`src/rtl/mesh_fetcher.sv`:
```
`default_nettype none
// ============================================================================
// mesh_fetcher : walks an indexed mesh in facet/vertex ROMs and emits one
//                homogeneous triangle per facet over a ready/valid handshake.
// Revision     : 1.0
// ============================================================================
module mesh_fetcher #(
   parameter int COORD_WIDTH = 32,
   parameter int INDEX_WIDTH = 16,
   parameter int ROM_LATENCY = 2,
   parameter int INDEX_BASE  = 1,
   parameter int ONE_VALUE   = 1
) (
   input  logic                             clk_in,
   input  logic                             rst_in,
   input  logic                             start_in,
   input  logic                             loop_in,
   input  logic [INDEX_WIDTH-1:0]           num_facets_in,
   input  logic [INDEX_WIDTH-1:0]           num_vertices_in,
   output logic [INDEX_WIDTH-1:0]           facet_addr_out,
   input  logic [3*INDEX_WIDTH-1:0]         facet_data_in,
   output logic [INDEX_WIDTH-1:0]           vertex_addr_out,
   input  logic [3*COORD_WIDTH-1:0]         vertex_data_in,
   output logic [3:0][2:0][COORD_WIDTH-1:0] tri_out,
   output logic                             valid_out,
   input  logic                             ready_in,
   output logic                             last_out,
   output logic                             busy_out,
   output logic                             obj_done_out,
   output logic [INDEX_WIDTH-1:0]           skip_count_out
);

   localparam logic [2:0]             LAT  = 3'(ROM_LATENCY);
   localparam logic [INDEX_WIDTH-1:0] BASE = INDEX_WIDTH'(INDEX_BASE);
   localparam logic [COORD_WIDTH-1:0] ONE  = COORD_WIDTH'(ONE_VALUE);

   typedef enum logic [2:0] {IDLE, FREQ, FWAIT, VREQ, VWAIT, OUT} state_t;

   state_t                       state;
   logic [INDEX_WIDTH-1:0]       facet_cnt;
   logic [INDEX_WIDTH-1:0]       num_facets;
   logic [INDEX_WIDTH-1:0]       num_vertices;
   logic [1:0][INDEX_WIDTH-1:0]  pend_addr;
   logic [2:0]                   wait_cnt;
   logic [2:0]                   vtx_cnt;
   logic [2:0][INDEX_WIDTH-1:0]  fidx;
   logic [2:0]                   bad_idx;
   logic                         fwait_done;
   logic                         skip;
   logic                         handshake;
   logic                         facet_end;
   logic                         last_facet;
   logic                         capture;
   logic [1:0]                   cap_col;
   logic [COORD_WIDTH-1:0]       vx, vy, vz;

   assign fidx[0] = facet_data_in[3*INDEX_WIDTH-1 -: INDEX_WIDTH];
   assign fidx[1] = facet_data_in[2*INDEX_WIDTH-1 -: INDEX_WIDTH];
   assign fidx[2] = facet_data_in[INDEX_WIDTH-1:0];

   assign vx = vertex_data_in[3*COORD_WIDTH-1 -: COORD_WIDTH];
   assign vy = vertex_data_in[2*COORD_WIDTH-1 -: COORD_WIDTH];
   assign vz = vertex_data_in[COORD_WIDTH-1:0];

   always_comb begin
      bad_idx = '0;
      for (int k = 0; k < 3; k++)
         bad_idx[k] = (fidx[k] < BASE) || ((fidx[k] - BASE) >= num_vertices);
   end

   assign fwait_done = (state == FWAIT) && (wait_cnt == LAT);
   assign skip       = fwait_done && (|bad_idx);
   assign handshake  = (state == OUT) && ready_in;
   assign facet_end  = skip || handshake;
   assign last_facet = (facet_cnt == num_facets - INDEX_WIDTH'(1));

   // Vertex reads are pipelined: column k lands LAT cycles after its address,
   // which may overlap the remaining address cycles when LAT is small.
   assign capture = ((state == VREQ) || (state == VWAIT)) &&
                    (vtx_cnt >= LAT) && (vtx_cnt <= LAT + 3'd2);
   assign cap_col = 2'(vtx_cnt - LAT);

   always_ff @(posedge clk_in or negedge rst_in) begin
      if (!rst_in) begin
         state           <= IDLE;
         facet_cnt       <= '0;
         num_facets      <= '0;
         num_vertices    <= '0;
         pend_addr       <= '0;
         wait_cnt        <= '0;
         vtx_cnt         <= '0;
         facet_addr_out  <= '0;
         vertex_addr_out <= '0;
         tri_out         <= '0;
         valid_out       <= 1'b0;
         last_out        <= 1'b0;
         busy_out        <= 1'b0;
         obj_done_out    <= 1'b0;
         skip_count_out  <= '0;
      end else begin
         obj_done_out <= 1'b0;

         if (capture) begin
            tri_out[3][cap_col] <= vx;
            tri_out[2][cap_col] <= vy;
            tri_out[1][cap_col] <= vz;
            tri_out[0][cap_col] <= ONE;
         end

         case (state)
            IDLE: begin
               // The cycle carrying obj_done_out still belongs to the old pass.
               if (start_in && !obj_done_out) begin
                  skip_count_out <= '0;
                  if (num_facets_in != '0) begin
                     state          <= FREQ;
                     busy_out       <= 1'b1;
                     facet_cnt      <= '0;
                     facet_addr_out <= '0;
                     num_facets     <= num_facets_in;
                     num_vertices   <= num_vertices_in;
                  end else begin
                     obj_done_out <= 1'b1;
                  end
               end
            end
            FREQ: begin
               wait_cnt <= 3'd1;
               state    <= FWAIT;
            end
            FWAIT: begin
               if (!fwait_done) begin
                  wait_cnt <= wait_cnt + 3'd1;
               end else if (bad_idx == 3'b000) begin
                  vertex_addr_out <= fidx[0] - BASE;
                  pend_addr[0]    <= fidx[1] - BASE;
                  pend_addr[1]    <= fidx[2] - BASE;
                  vtx_cnt         <= '0;
                  state           <= VREQ;
               end else if (skip_count_out != '1) begin
                  skip_count_out <= skip_count_out + INDEX_WIDTH'(1);
               end
            end
            VREQ: begin
               vtx_cnt <= vtx_cnt + 3'd1;
               if (vtx_cnt == 3'd0)
                  vertex_addr_out <= pend_addr[0];
               else if (vtx_cnt == 3'd1)
                  vertex_addr_out <= pend_addr[1];
               else
                  state <= VWAIT;
            end
            VWAIT: begin
               vtx_cnt <= vtx_cnt + 3'd1;
               if (vtx_cnt == LAT + 3'd2) begin
                  state     <= OUT;
                  valid_out <= 1'b1;
                  last_out  <= last_facet;
               end
            end
            OUT: begin
               if (ready_in) begin
                  valid_out <= 1'b0;
                  last_out  <= 1'b0;
               end
            end
            default: state <= IDLE;
         endcase

         // Facet retirement (handshake or skip) overrides the per-state next state.
         if (facet_end) begin
            if (last_facet) begin
               obj_done_out <= 1'b1;
               if (loop_in && (num_facets_in != '0)) begin
                  state          <= FREQ;
                  facet_cnt      <= '0;
                  facet_addr_out <= '0;
                  num_facets     <= num_facets_in;
                  num_vertices   <= num_vertices_in;
                  skip_count_out <= '0;
               end else begin
                  state    <= IDLE;
                  busy_out <= 1'b0;
               end
            end else begin
               state          <= FREQ;
               facet_cnt      <= facet_cnt + INDEX_WIDTH'(1);
               facet_addr_out <= facet_cnt + INDEX_WIDTH'(1);
            end
         end
      end
   end

endmodule
`default_nettype wire

```
`config.mk`:
```
export PLATFORM = sky130hd
export DESIGN_NAME = mesh_fetcher
export DESIGN_NICKNAME = d
export VERILOG_FILES = /design/src/rtl/mesh_fetcher.sv
export SDC_FILE = /design/constraint.sdc
export NUM_CORES = 1
export LEC_CHECK = 0
export BUFFER_PORTS_ARGS = -buffer_cell sky130_fd_sc_hd__clkbuf_2
export CAP_MARGIN = 20
export CORE_AREA = 2 2 239 241
export CTS_BUF_LIST = sky130_fd_sc_hd__clkbuf_8
export DETAILED_ROUTE_END_ITERATION = 10
export DIE_AREA = 0 0 241 243
export RECOVER_POWER = 100
export SLEW_MARGIN = 20
export SYNTH_ARGS = -nofsm -noshare
export SYNTH_HDL_FRONTEND = slang
export SYNTH_SLANG_ARGS = --single-unit
```
`constraint.sdc`:
```
create_clock -name clk_in -period 4.7 [get_ports clk_in]
set_clock_uncertainty 0.05 [all_clocks]
set_input_delay 0.235 -clock clk_in [delete_from_list [all_inputs] [get_ports clk_in]]
set_output_delay 0.235 -clock clk_in [all_outputs]
set_load 0.05 [all_outputs]
```
==> Word level (Yosys, flattened, before mapping) <==
Index checks and enable logic that the tools add are counted.
{ "word_totals": {"elab_cells": 177, "register_bits": 525} }
{ "classes": {"reduce_logical": 30, "magnitude_cmp": 10, "eq_ne": 24, "mux": 74, "bitwise": 3, "addsub": 9} }
{ "ops": {"columns": ["operator", "n"], "rows": [
  ["16-bit 2-to-1 mux", 35],
  ["96-bit bitwise mux", 3],
  ["93-bit bitwise AND", 1],
  ["93-bit inverter", 1],
  ["32-bit demux with 2-bit select", 1],
  ["16-bit one-hot mux with 2 select lines", 2],
  ["16-bit by 1-bit subtractor with 16-bit output, second input constant", 4],
  ["16-bit >= comparator", 3],
  ["16-bit by 1-bit < comparator with 1-bit output, second input constant", 3],
  ["3-bit 2-to-1 mux", 12],
  ["16-bit by 1-bit adder with 16-bit output, second input constant", 2],
  ["32-bit 2-to-1 mux", 1],
  ["3-bit one-hot mux with 6 select lines", 1],
  ["16-bit == test", 1],
  ["16-bit inequality test, second input constant", 1],
  ["16-bit nonzero test", 1],
  ["1-bit 2-to-1 mux", 15],
  ["3-bit inequality test, second input constant", 5],
  ["3-bit one-hot mux with 2 select lines", 2],
  ["3-bit by 2-bit == test with 1-bit output, second input constant", 3],
  ["3-bit == test, second input constant", 3],
  ["3-bit logical NOT", 3],
  ["3-bit AND reduction", 3],
  ["1-bit logical AND", 8],
  ["21 further kinds", 36]
]} }

==> Logic depth before layout (Yosys ltp) <==
Gate-level depths: netlist of the first run.
{ "logic_depth": {"ltp_word": 10, "depth_mapped": 18} }

==> Worst setup path after synthesis of the first run <==
Ideal clock, no wire load.
{ "synth_timing": {"kind": "in2reg", "from": "in facet_data_in[18]", "to": "reg vertex_addr_out[11]", "t_arrival_ps": 4037, "setup_time_ps": 125, "setup_slack_ps": 488, "n_path_buf": 2, "stages": 17, "cell_sequence": "nor4_1 > nand2_1 > nor3_1 > nand2b_1 > nor4_1 > xor2_1 > ha_1 > a22oi_1 > o211ai_1 > a311oi_1 > o211ai_1 > nor4bb_1 > buf_2 > nand3_1 > a21oi_1 > buf_2 > mux2_2"} }
{ "synth_between": {"elab_chain_len": 6, "word_cells_on_any_way": 7} }
{ "synth_rtl": {"columns": ["item", "line_no", "text"], "rows": [
  ["from (decl)", "21", "input logic [3*INDEX_WIDTH-1:0] facet_data_in,"],
  ["16-bit by 1-bit subtractor with 16-bit output", "68", "bad_idx[k] = (fidx[k] < BASE) || ((fidx[k] - BASE) >= num_vertices);"],
  ["16-bit >= comparator", "68", null],
  ["1-bit logical OR (*)", "68", null],
  ["3-bit logical NOT (*)", "134", "end else if (bad_idx == 3'b000) begin"],
  ["2-bit by 1-bit inequality test with 1-bit output (no line) (*)", null, null],
  ["4-bit AND reduction (no line) (*)", null, null],
  ["to (signal assigned)", "135", "vertex_addr_out <= fidx[0] - BASE;"],
  ["to (signal assigned)", "147", "vertex_addr_out <= pend_addr[0];"],
  ["to (signal assigned)", "149", "vertex_addr_out <= pend_addr[1];"],
  ["to (decl)", "22", "output logic [INDEX_WIDTH-1:0] vertex_addr_out,"]
]} }
Mark *: on every way between the ends. The rest lies on a longest branch, timed or not.
A chain may end at the register's enable or synchronous reset.

==> Worst setup path after layout of the first run <==
{ "layout_timing": {"from": "in facet_data_in[25]", "to": "reg vertex_addr_out[1]"} }
Same word-level chain as after synthesis.

==> results of run 1 <==
-- power by group --
group / switching, mW / leakage [nW] / internal (mW)
combinational: 7.75 / 5.57 / 2.60
clock: 1.95 / 1.09 / 2.38
sequential: 1.07 / 6.53 / 6.17
-- flip-flops by register name, summed over array words and instances, names as in the netlist --
register,cells
facet_addr_out,16
facet_cnt,16
valid_out,1
num_vertices,16
vtx_cnt,3
last_out,1
tri_out,384
pend_addr,32
skip_count_out,16
busy_out,1
num_facets,16
vertex_addr_out,16
obj_done_out,1
wait_cnt,3
state,3
-- timing repair --
item                                    4_1_cts  5_1_grt
hold endpoints to repair                    441        0
hold buffers                                151        0
buffers inserted                              0        1
endpoints found under the setup margin        0       15
-- Yosys cell counts, types with 3 or more instances --
| cell type | instances | area [um^2] |
|---|---|---|
| and4_1 | 3 | 26.3 |
| or2_2 | 4 | 25.0 |
| o221ai_1 | 4 | 35.0 |
| dfrtp_1 | 525 | 13100 |
| buf_6 | 3 | 33.8 |
| o2bb2ai_1 | 29 | 254 |
| mux2_4 | 30 | 450 |
| nor4b_1 | 5 | 43.8 |
| nand3_1 | 29 | 145 |
| a211oi_1 | 6 | 45.0 |
| inv_1 | 35 | 131 |
| o21a_1 | 4 | 30.0 |
| o22ai_1 | 6 | 37.5 |
| buf_2 | 11 | 55.1 |
| nand4_1 | 16 | 100 |
| o2111ai_1 | 3 | 26.3 |
| a31oi_1 | 19 | 119 |
| a21oi_1 | 32 | 160 |
| and2_1 | 97 | 607 |
| nand2_1 | 102 | 383 |
| or3_1 | 9 | 56.3 |
| nor4_1 | 21 | 131 |
| xor2_1 | 39 | 342 |
| o21ai_0 | 23 | 115 |
| a311oi_1 | 3 | 26.3 |
| xnor2_1 | 34 | 298 |
| nor3_1 | 26 | 130 |
| a31o_2 | 3 | 26.3 |
| and3_1 | 11 | 68.8 |
| a21o_1 | 6 | 45.0 |
| mux2_2 | 339 | 3820 |
| nand3b_1 | 4 | 30.0 |
| nor2_1 | 64 | 240 |
| nand2b_1 | 13 | 81.3 |
| ha_1 | 60 | 751 |
| clkbuf_1 | 68 | 255 |
| nor2b_1 | 7 | 43.8 |
| o211ai_1 | 4 | 30.0 |
-- worst max-delay path by stage --
stage / from / end / slack (ns)
after floorplan: facet_data_in[18] / vertex_addr_out[11] / 0.49
final: facet_data_in[25] / vertex_addr_out[1] / 0.30
after global placement: facet_data_in[18] / num_vertices[15] / -0.01
after global routing: facet_data_in[25] / vertex_addr_out[0] / 0.02
after detailed placement: facet_data_in[18] / num_facets[15] / 0.04
after CTS: facet_data_in[0] / num_vertices[3] / 0.34
-- logic make-up (layout without fill, tap and decap cells) --
group / count (synthesis) / in the layout / share of synthesized area
DFF: 525 / 525 / 0.578
and+or+nand+nor: 423 / 423 / 0.0979
muxes: 373 / 373 / 0.190
AOI/OAI and AO/OA: 166 / 166 / 0.0517
buffers and inverters: 120 / 993 / 0.0214
xor gates and xnor gates: 73 / 73 / 0.0281
adders and majority gates: 60 / 60 / 0.0330
other: 0 / 3 / 0
-- critical path, stage by stage --
cell	delay (ns)
dlygate4sd3_1	0.54
clkbuf_1	0.13
nor4_1	0.44
nand2_1	0.19
nor3_1	0.22
nand2b_1	0.10
nor4_1	0.32
xor2_1	0.27
ha_1	0.31
a22oi_1	0.15
o211ai_1	0.12
a311oi_1	0.28
o211ai_1	0.19
nor4bb_4	0.31
buf_4	0.18
nand3_1	0.08
a21oi_1	0.27
buf_12	0.20
mux2_2	0.34
-- per-layer routing --
layer	up-vias	wire (um)
li1	7772	-
met1	8671	27700
met4	2	2170
met3	137	5340
met5	-	10
met2	516	37400
-- through the flow --
stage	worst slack (ns)	util	power, mW	hold WS (ns)	std cells
floorplan	0.488	-	14.9	-0.111	1740
global placement	-0.0135	0.479	17.9	0.295	3055
detailed placement	0.0387	0.479	18.0	0.297	3055
CTS	0.341	0.540	22.6	0.00411	3368
global route	0.0178	0.527	23.0	0.0268	3372
finish	0.298	0.527	21.9	0.0493	3372
-- cell type report --
type	count	area share
Antenna cell	3	0.000254
Clock buffer	117	0.0546
Clock inverter	45	0.0108
Inverter	37	0.00471
Multi-Input combinational cell	1095	0.306
Sequential cell	525	0.445
Tap cell	756	0.0321
Timing Repair Buffer	794	0.146
==> summary.md, run 1 <==
| Metric | Value |
|---|---|
| Slew headroom | `-0.892` |
| CP Max Fanout | `16` |
| Routability cong. | `roughly 0.87` |
| Post-synth EDFFs | `0` |
| Min-delay src | `facet_data_in[21]` |
| Clock Latency Late Sink | `0.68 ns` |
| Worst r2r src | `state[0]` |
| Hold Path Sink | `pend_addr[5]` |
| Initial antenna violation count | `10` |
| I/O Pins | `617` |
| Die width | `around 240 um` |
| Met3 Use GR | `0.0826` |
| Fmax | `between 200 and 250 MHz` |
| First-pass GRT wire length | `111000 um` |
| Drt first pass iters | `5` |
| CP required | `5.18 ns` |
| Cts repair resizes | `0` |
| Initial core utilization | `0.406` |
| Final slew viol count | `252` |
| Post-route ant nets | `0` |
| GRT met2 Usage | `0.437` |
| Commonest cells after routing, fill and taps aside | `525 x dfrtp_1, 440 x clkbuf_1, 338 x mux2_2` |
| Most common cell after layout, fill and taps aside | `dfrtp_1` |
| Total grt overflow | `0` |
| Wire per inst | `approximately 22 um` |
| Syn nets | `1981` |
| Slew at the pin with the worst max-slew slack | `2.84 ns` |
| PwrDens | `743 nW/um^2` |
| Via count | `17098` |
| WS Path Type | `input pin to register` |
| Post-DP HPWL | `around 53000 um` |
| Max-cap check violation count | `4` |
| Syn. warnings | `0` |
| Violated checks | `capacitance limit, slew limit` |
| Sequential fraction of the synthesis area | `0.578` |
| Tcrit/Tclk final | `0.936` |
| Root buf cell | `clkbuf_8` |
| Cts bufs inserted | `89` |
| Instance area after placement | `26800 um^2` |
| # rows | `87` |
| Top_reg_cell synth | `dfrtp_1` |
| Area growth, synth to finish | `29.8%` |
| Final net count | `2783` |
| Port Buf Inserts | `616` |
| Final TNS setup | `0 ns` |
| CTS tree | `yes` |
| Number of global-route vias before repair | `18287` |
| Minimum clock period | `4.40 ns` |
| Worst reg-to-reg path cell count | `7` |
| M1 GR Usage | `0.289` |
| Pleak | `between 10 and 15 nW` |
| Initial drt markers | `850` |
| Area of the die | `about 59000 um^2` |
| CORE AREA | `56000 um^2` |
| VDD IR max | `0.673 mV` |
| Final Cell Area | `29500 um^2` |
| Worst-path clk slew | `0.05 ns` |
| RR Endpoint | `tri_out[99]` |
| Hold Vio Cnt, Final | `0` |
| FF/Latch Area | `13100 um^2` |
| DR vias/cell | `about 5.1` |
| # setup viols final | `0` |
| Hold depth | `3` |
| Post-synth ARST share | `1.00` |
| Longest Clk Path Bufs | `3` |
| Crit. End Element | `register` |
| Fillers | `5175` |
| Multi-input logic area | `~9000 um^2` |
| Largest net degree at the start of global routing | `134` |
| R2r setup slk | `between 0.3 and 0.4 ns` |
| Mean Syn Cell Area | `around 13 um^2` |
| Outcome | `finished with violations` |
| CTS HTree Levels | `3` |
| Drt total wl | `72700 um` |
| Die H | `243 um` |
| Library cells used by synthesis | `68` |
| Mapped Area | `22700 um^2` |
| Hold Crit Class | `input pin to register` |
| CTS Sinks | `525` |
| GR peak layer | `met2` |
| Arrival @ worst endpoint | `just under 5 ns` |
| Synthesized flop and latch total | `525` |
| Cells after Synth | `approximately 1700` |
| Crit start category | `input pin` |
| Unrepaired setup endpoints after global routing | `no` |
| Share of layout cells above drive strength 1 | `0.269` |
| DR DRC count | `0` |
| All-Layer GR Usage | `0.250` |
Power figures use the tool's default switching activity.
==> inputs of run 2 (changes only) <==
- CELL_PAD_IN_SITES_DETAIL_PLACEMENT: default -> 1
- CELL_PAD_IN_SITES_GLOBAL_PLACEMENT: default -> 1
- CORE_AREA: 2 2 239 241 -> 2 2 240 242
- DIE_AREA: 0 0 241 243 -> 0 0 242 244
- GPL_TIMING_DRIVEN: default -> 0
- PLACE_DENSITY_LB_ADDON: default -> 0.1
==> summary.md, run 2 (synthesis gave the netlist of run 1 again) <==
| Metric | Value |
|---|---|
| Outcome | `finished with violations` |
| Violated checks | `capacitance limit, slew limit` |
| Area growth, synth to finish | `31.9%` |
| Total grt overflow | `0 (unchanged)` |
| CP required | `5.22 ns (+0.04 ns)` |
| Hold Vio Cnt, Final | `0 (unchanged)` |
| VDD IR max | `0.587 mV (-13%)` |
| Area of the die | `59000 um^2 (+0.83%)` |
| Layout Cells excl Fill | `3450 (+2.3%)` |
| Initial core utilization | `0.405 (-0.00157)` |
| Initial drt markers | `615 (-28%)` |
| Number of global-route vias before repair | `20036 (+9.6%)` |
| CTS tree | `yes` |
| PwrDens | `745 nW/um^2 (+0.16%)` |
| Port Buf Inserts | `616 (unchanged)` |
| Final net count | `2855 (+2.6%)` |
| Worst-path clk slew | `0.06 ns (about the same)` |
| DR DRC count | `0 (unchanged)` |
| Post-DP HPWL | `59800 um (+12%)` |
| Final worst-path setup slack | `0.239 ns (-0.0594 ns)` |
| R2r setup slk | `0.32 ns (-0.07 ns)` |
| CTS HTree Levels | `3 (unchanged)` |
| First-pass GRT wire length | `123000 um (+11%)` |
| # setup viols final | `0 (unchanged)` |
| Routability cong. | `0.878 (+0.80%)` |
| Hold depth | `3 (unchanged)` |
| I/O Pins | `617 (unchanged)` |
| WHS | `0.0646 ns (+0.0153 ns)` |
| Fmax | `224 MHz (-1.3%)` |
| Die H | `244 um (+0.41%)` |
| Hold Crit Class | `input pin to register` |
| Most common cell after layout, fill and taps aside | `dfrtp_1` |
| Biggest register | `tri_out` |
| Fillers | `6243 (+21%)` |
| # rows | `87 (unchanged)` |
| All-Layer GR Usage | `0.273 (+0.0230)` |
| Pleak | `13.4 nW (+1.5%)` |
| Die width | `242 um (+0.41%)` |
| Via count | `17791 (+4.1%)` |
| Cts bufs inserted | `92 (+3.4%)` |
| Final slew viol count | `66 (-74%)` |
| Arrival @ worst endpoint | `4.98 ns (+0.10 ns)` |
| Post-route ant nets | `0 (unchanged)` |
| Commonest cells after routing, fill and taps aside | `525 x dfrtp_1, 502 x clkbuf_1, 336 x mux2_2` |
| DR vias/cell | `5.16 (+1.7%)` |
| Initial antenna violation count | `8 (-2)` |
| Drt first pass iters | `4 (-1)` |
| Share of layout cells above drive strength 1 | `0.273 (+0.00478)` |
| Drt total wl | `80500 um (+11%)` |
| DP Cell Count | `3118 (+2.1%)` |
| CP Max Fanout | `10 (-6)` |
| Crit. End Element | `register` |
| Max-cap check violation count | `1 (-3)` |
| Worst r2r src | `num_facets[0]` |
| Top Registers | `tri_out: 384 flops, pend_addr: 32 flops` |
| WS Path Type | `input pin to register` |
| Tcrit/Tclk final | `0.949 (+0.0126)` |
| DP Worst Slack | `-1.48 ns (-1.52 ns)` |
| Root buf cell | `clkbuf_8` |
| Longest Clk Path Bufs | `3 (unchanged)` |
| Slew at the pin with the worst max-slew slack | `3.61 ns (+0.769 ns)` |
| RR Endpoint | `skip_count_out[9]` |
| CTS Sinks | `525 (unchanged)` |
| CORE AREA | `56200 um^2 (+0.39%)` |
| Hold Path Sink | `pend_addr[30]` |
| Slew headroom | `-1.40 (-0.512)` |
| Clock Latency Late Sink | `0.70 ns (+0.02 ns)` |
| Crit start category | `input pin` |
| Worst reg-to-reg path cell count | `13 (+6)` |
| Largest register FFs | `384 (unchanged)` |
| Min-delay src | `facet_data_in[14]` |
| Minimum clock period | `4.46 ns (+0.0594 ns)` |
| Largest net degree at the start of global routing | `89 (-34%)` |
| Wire per inst | `23.3 um (+8.2%)` |
[run 2: cell count changes in the layout (fill, tap and decap cells not counted), moves of 4 or more]
cell	before	now
buf_4	10	2
mux2_1	31	5
clkbuf_2	184	179
buf_16	0	5
buf_12	7	0
mux2_4	2	30
clkbuf_1	440	502
buf_2	0	9
dlygate4sd3_1	151	158
and2_1	61	26
and2_0	36	71
clkinv_2	12	16
[run 2: worst max path at each step]
stage                      start                  end  slack, ns  cells after the start
2_1_floorplan  facet_data_in[18]  vertex_addr_out[11]       0.49                     17
3_3_place_gp              rst_in          tri_out[65]      -8.74                      1
3_5_place_dp   facet_data_in[18]   vertex_addr_out[8]      -1.48                     18
4_1_cts        facet_data_in[18]  vertex_addr_out[13]       0.07                     18
5_1_grt        facet_data_in[18]  vertex_addr_out[13]      -0.02                     18
6_report        facet_data_in[4]  vertex_addr_out[13]       0.24                     17
[run 2: area by class of cell]
cell class              count  area, um^2  area share
multi-input cells        1095        9170       0.306
well taps                 756         946      0.0316
flip-flops and latches    525       13100       0.438
plain buffers              81         345      0.0115
inverters                  37         139     0.00463
clock buffers             118        1620      0.0542
diodes                      6        15.0    0.000501
repair buffers            782        4290       0.143
clock inverters            50         300      0.0100
[run 2: metal layers]
layer | track usage | up-vias | share of wire
li1 | - | 7904 | -
met1 | 0.297 | 9199 | 0.37
met2 | 0.503 | 517 | 0.53
met3 | 0.0779 | 169 | 0.064
met4 | 0.103 | 2 | 0.042
met5 | 0 | - | 0.00017
[run 2: repair_timing]
item                                    CTS  global route
endpoints found under the hold margin   560             0
pin swaps                                 2             2
buffers inserted                          2             0
resized for setup                         3            11
endpoints found under the setup margin  132           125
hold buffers                            158             0
cloned                                    0             0
[run 2: worst max-delay path, stage by stage]
cell	delay (ns)
dlygate4sd3_1	0.55
clkbuf_2	0.14
or3_1	0.45
nor3_2	0.31
nand3b_1	0.14
xnor2_1	0.25
ha_1	0.23
nor3_1	0.17
o211ai_1	0.16
a311oi_2	0.32
o211ai_1	0.16
nor4bb_2	0.48
clkbuf_4	0.30
nand3_1	0.13
a21oi_4	0.29
clkbuf_4	0.30
mux2_2	0.35
[run 2: per-stage QoR]
| step | instance area, um^2 | power, mW | util | TNS [ns] |
|---|---|---|---|---|
| floorplan | 22700 | 14.9 | - | 0 |
| global placement | 26800 | 18.0 | 0.476 | -4672.48 |
| detailed placement | 26900 | 18.2 | 0.479 | -144.92 |
| CTS | 30500 | 22.8 | 0.542 | 0 |
| global route | 30000 | 23.3 | 0.533 | -0.132 |
| finish | 30000 | 22.3 | 0.533 | 0 |
[run 2: power by group]
| group | switching (mW) | internal [mW] |
|---|---|---|
| registers | 1.01 | 6.18 |
| clock network | 2.01 | 2.33 |
| logic | 8.05 | 2.73 |
| total | 11.1 | 11.2 |
==> inputs of run 3 (changes only) <==
--- a/config.mk
+++ b/config.mk
@@ -16,3 +16,3 @@
 export GPL_TIMING_DRIVEN = 0
-export PLACE_DENSITY_LB_ADDON = 0.1
+export PLACE_DENSITY_LB_ADDON = 0.08
 export RECOVER_POWER = 100
--- a/constraint.sdc
+++ b/constraint.sdc
@@ -4,2 +4,2 @@
 set_output_delay 0.235 -clock clk_in [all_outputs]
-set_load 0.05 [all_outputs]
+set_load 0.005 [all_outputs]
==> summary.md, run 3 (synthesis gave the netlist of run 1 again) <==
| Metric | Value |
|---|---|
| Slew headroom | `-1.43 (-0.0255)` |
| Fmax | `223 MHz (-0.67%)` |
| Delay-heaviest family, CP | `simple AND/OR/NAND/NOR gates` |
| Critical path cell sequence | `clkbuf_2 -> or4_1 -> or3_1 -> nor3_1 -> nand3b_1 -> xnor2_1 -> ha_1 -> nand4_1 -> o22ai_1 -> a211oi_1 -> nor4bb_4 -> buf_2 -> nand3_1 -> a21oi_4 -> clkbuf_4 -> mux2_2` |
| Layout Cells excl Fill | `3449 (-0.029%)` |
| Hold Crit Class | `input pin to register` |
| Clock Latency Late Sink | `0.70 ns (about the same)` |
| Via count | `17529 (-1.5%)` |
| Final TNS setup | `0 ns (unchanged)` |
| Initial drt markers | `681 (+11%)` |
| All-Layer GR Usage | `0.272 (-0.00135)` |
| Biggest register | `tri_out` |
| Wire per inst | `23.1 um (-0.74%)` |
| Final net count | `2852 (-0.11%)` |
| Buf/Inv on CP | `3 (-1)` |
| Area of the die | `59000 um^2 (unchanged)` |
| Instance area after placement | `26900 um^2 (unchanged)` |
| Outcome | `finished with violations` |
| Max stage delay on crit path | `0.58 ns (+0.03 ns)` |
| Area growth, synth to finish | `32.0%` |
| PwrDens | `592 nW/um^2 (-20%)` |
| CP required | `5.20 ns (-0.02 ns)` |
| Util after Layout | `0.534 (+0.000535)` |
| Final slew viol count | `60 (-9.1%)` |
| Crit start category | `input pin` |
| Largest net degree at the start of global routing | `94 (+5.6%)` |
| Cts bufs inserted | `92 (unchanged)` |
| Violated checks | `capacitance limit, slew limit` |
| Final worst-path setup slack | `0.209 ns (-0.0302 ns)` |
| Sw Share | `0.354 (-0.142)` |
| Post-route ant nets | `0 (unchanged)` |
| Post-DP HPWL | `60300 um (+0.74%)` |
| Total grt overflow | `0 (unchanged)` |
| First-pass GRT wire length | `122000 um (-1.0%)` |
| Final Cell Area | `30000 um^2 (+0.10%)` |
| I/O Pins | `617 (unchanged)` |
| # rows | `87 (unchanged)` |
| Unrepaired setup endpoints after global routing | `no` |
| DR vias/cell | `5.08 (-1.4%)` |
| # setup viols final | `0 (unchanged)` |
| Die H | `244 um (unchanged)` |
| CP max-delay cell | `or4_1` |
| Longest Clk Path Bufs | `3 (unchanged)` |
| Levels on crit path | `16 (-1)` |
| Drt first pass iters | `4 (unchanged)` |
| Tcrit/Tclk final | `0.956 (+0.00643)` |
| Initial core utilization | `0.405 (unchanged)` |
| Cell internal pwr | `11.5 mW (+2.1%)` |
| Hold depth | `3 (unchanged)` |
| Die width | `242 um (unchanged)` |
| Share of layout cells above drive strength 1 | `0.288 (+0.0145)` |
| Minimum clock period | `4.49 ns (+0.0302 ns)` |
| Routability cong. | `0.888 (+1.2%)` |
| CTS Sinks | `525 (unchanged)` |
| DP Cell Count | `3118 (unchanged)` |
| WS Path Type | `input pin to register` |
| Commonest cells after routing, fill and taps aside | `525 x dfrtp_1, 447 x clkbuf_1, 338 x mux2_2` |
| Initial antenna violation count | `5 (-3)` |
| Crit. End Element | `register` |
| Part of the power in registers | `0.404 (+0.082)` |
| Number of global-route vias before repair | `19945 (-0.45%)` |
| DP Worst Slack | `-1.60 ns (-0.112 ns)` |
| Root buf cell | `clkbuf_8` |
| CTS tree | `yes` |
| Clock Power Share | `0.260 (+0.065)` |
| Switch Pwr | `6.29 mW (-43%)` |
| CORE AREA | `56200 um^2 (unchanged)` |
| VDD IR max | `0.363 mV (-38%)` |
| Largest register FFs | `384 (unchanged)` |
| Port Buf Inserts | `616 (unchanged)` |
| Hold Vio Cnt, Final | `0 (unchanged)` |
| Slew at the pin with the worst max-slew slack | `3.65 ns (+0.0382 ns)` |
| Worst-path clk slew | `0.06 ns (about the same)` |
| CP Max Fanout | `10 (unchanged)` |
| Pleak | `13.5 nW (+0.94%)` |
| Arrival @ worst endpoint | `4.99 ns (about the same)` |
| CTS HTree Levels | `3 (unchanged)` |
| Comb power frac | `0.336 (-0.147)` |
| Worst reg-to-reg path cell count | `13 (unchanged)` |
| Most common cell after layout, fill and taps aside | `dfrtp_1` |
| Max-cap check violation count | `1 (unchanged)` |
| Top Registers | `tri_out: 384 flops, pend_addr: 32 flops` |
| Drt total wl | `79800 um (-0.77%)` |
| DR DRC count | `0 (unchanged)` |
-- run 3: changes by cell type in the layout (fill, tap and decap cells not counted), sizes merged --
| cell | delta |
|---|---|
| clkbuf | +11 |
| clkinv | -3 |
| diode | -1 |
| bufinv | +4 |
| clkdlybuf4s25 | -1 |
| buf | -8 |
| clkinvlp | -1 |
| dlygate4sd3 | -3 |
| inv | +1 |
-- run 3: path summary, 6_finish.rpt --
path | slack, ns | startpoint | end
setup / recovery | 0.21 | facet_data_in[0] | vertex_addr_out[8]
hold / removal | 0.06 | facet_data_in[29] | pend_addr[13]
setup reg to reg | 0.65 | num_facets[0] | skip_count_out[10]
hold reg to reg | 0.43 | facet_addr_out[2] | facet_addr_out[2]
max in group asynchronous | 0.62 | rst_in | skip_count_out[10]
min in group asynchronous | 1.31 | rst_in | num_vertices[10]
-- run 3: cell type report --
cell class	count	area [um^2]
Fill cell	6236	26200
Sequential cell	525	13100
Multi-Input combinational cell	1095	9090
Timing Repair Buffer	778	4280
Clock buffer	120	1650
Tap cell	756	946
Clock inverter	51	402
Buffer	82	339
Inverter	37	139
Antenna cell	5	12.5
-- run 3: stage by stage --
stage	hold WS [ns]	total power, mW
3_5_place_dp	0.197	13.5
5_1_grt	0.0105	18.9
2_1_floorplan	-0.111	10.2
4_1_cts	0.000274	18.3
6_report	0.0607	17.8
3_3_place_gp	0.405	13.2
-- run 3: metal layers --
layer | vias to the layer above | track usage | wire [um]
li1 | 7897 | - | -
met5 | - | 0 | 0
met2 | 504 | 0.473 | 40700
met4 | 0 | 0.137 | 3780
met1 | 8975 | 0.295 | 29500
met3 | 153 | 0.0932 | 5840
-- run 3: power groups by stage --
| stage | sequential [mW] | clock, mW | combinational [mW] |
|---|---|---|---|
| after floorplan | 7.15 | 0 | 3.05 |
| after global placement | 7.13 | 0 | 6.09 |
| after detailed placement | 7.21 | 0 | 6.25 |
| after CTS | 7.17 | 4.74 | 6.41 |
| after global routing | 7.39 | 4.99 | 6.52 |
| final | 7.17 | 4.61 | 5.98 |
-- run 3: tightest hold or removal path, cell delays in order --
cell and delay [ns]:
clkbuf_2 0.12, xor2_1 0.12, mux2_2 0.26
-- run 3: what timing repair did --
| item | in CTS | in global routing |
|---|---|---|
| hold buffers | 155 | 0 |
| endpoints found under the setup margin | 132 | 70 |
| gates resized for setup | 4 | 5 |
| buffers inserted | 1 | 0 |
| pin swaps | 1 | 0 |
| endpoints found under the hold margin | 542 | 0 |
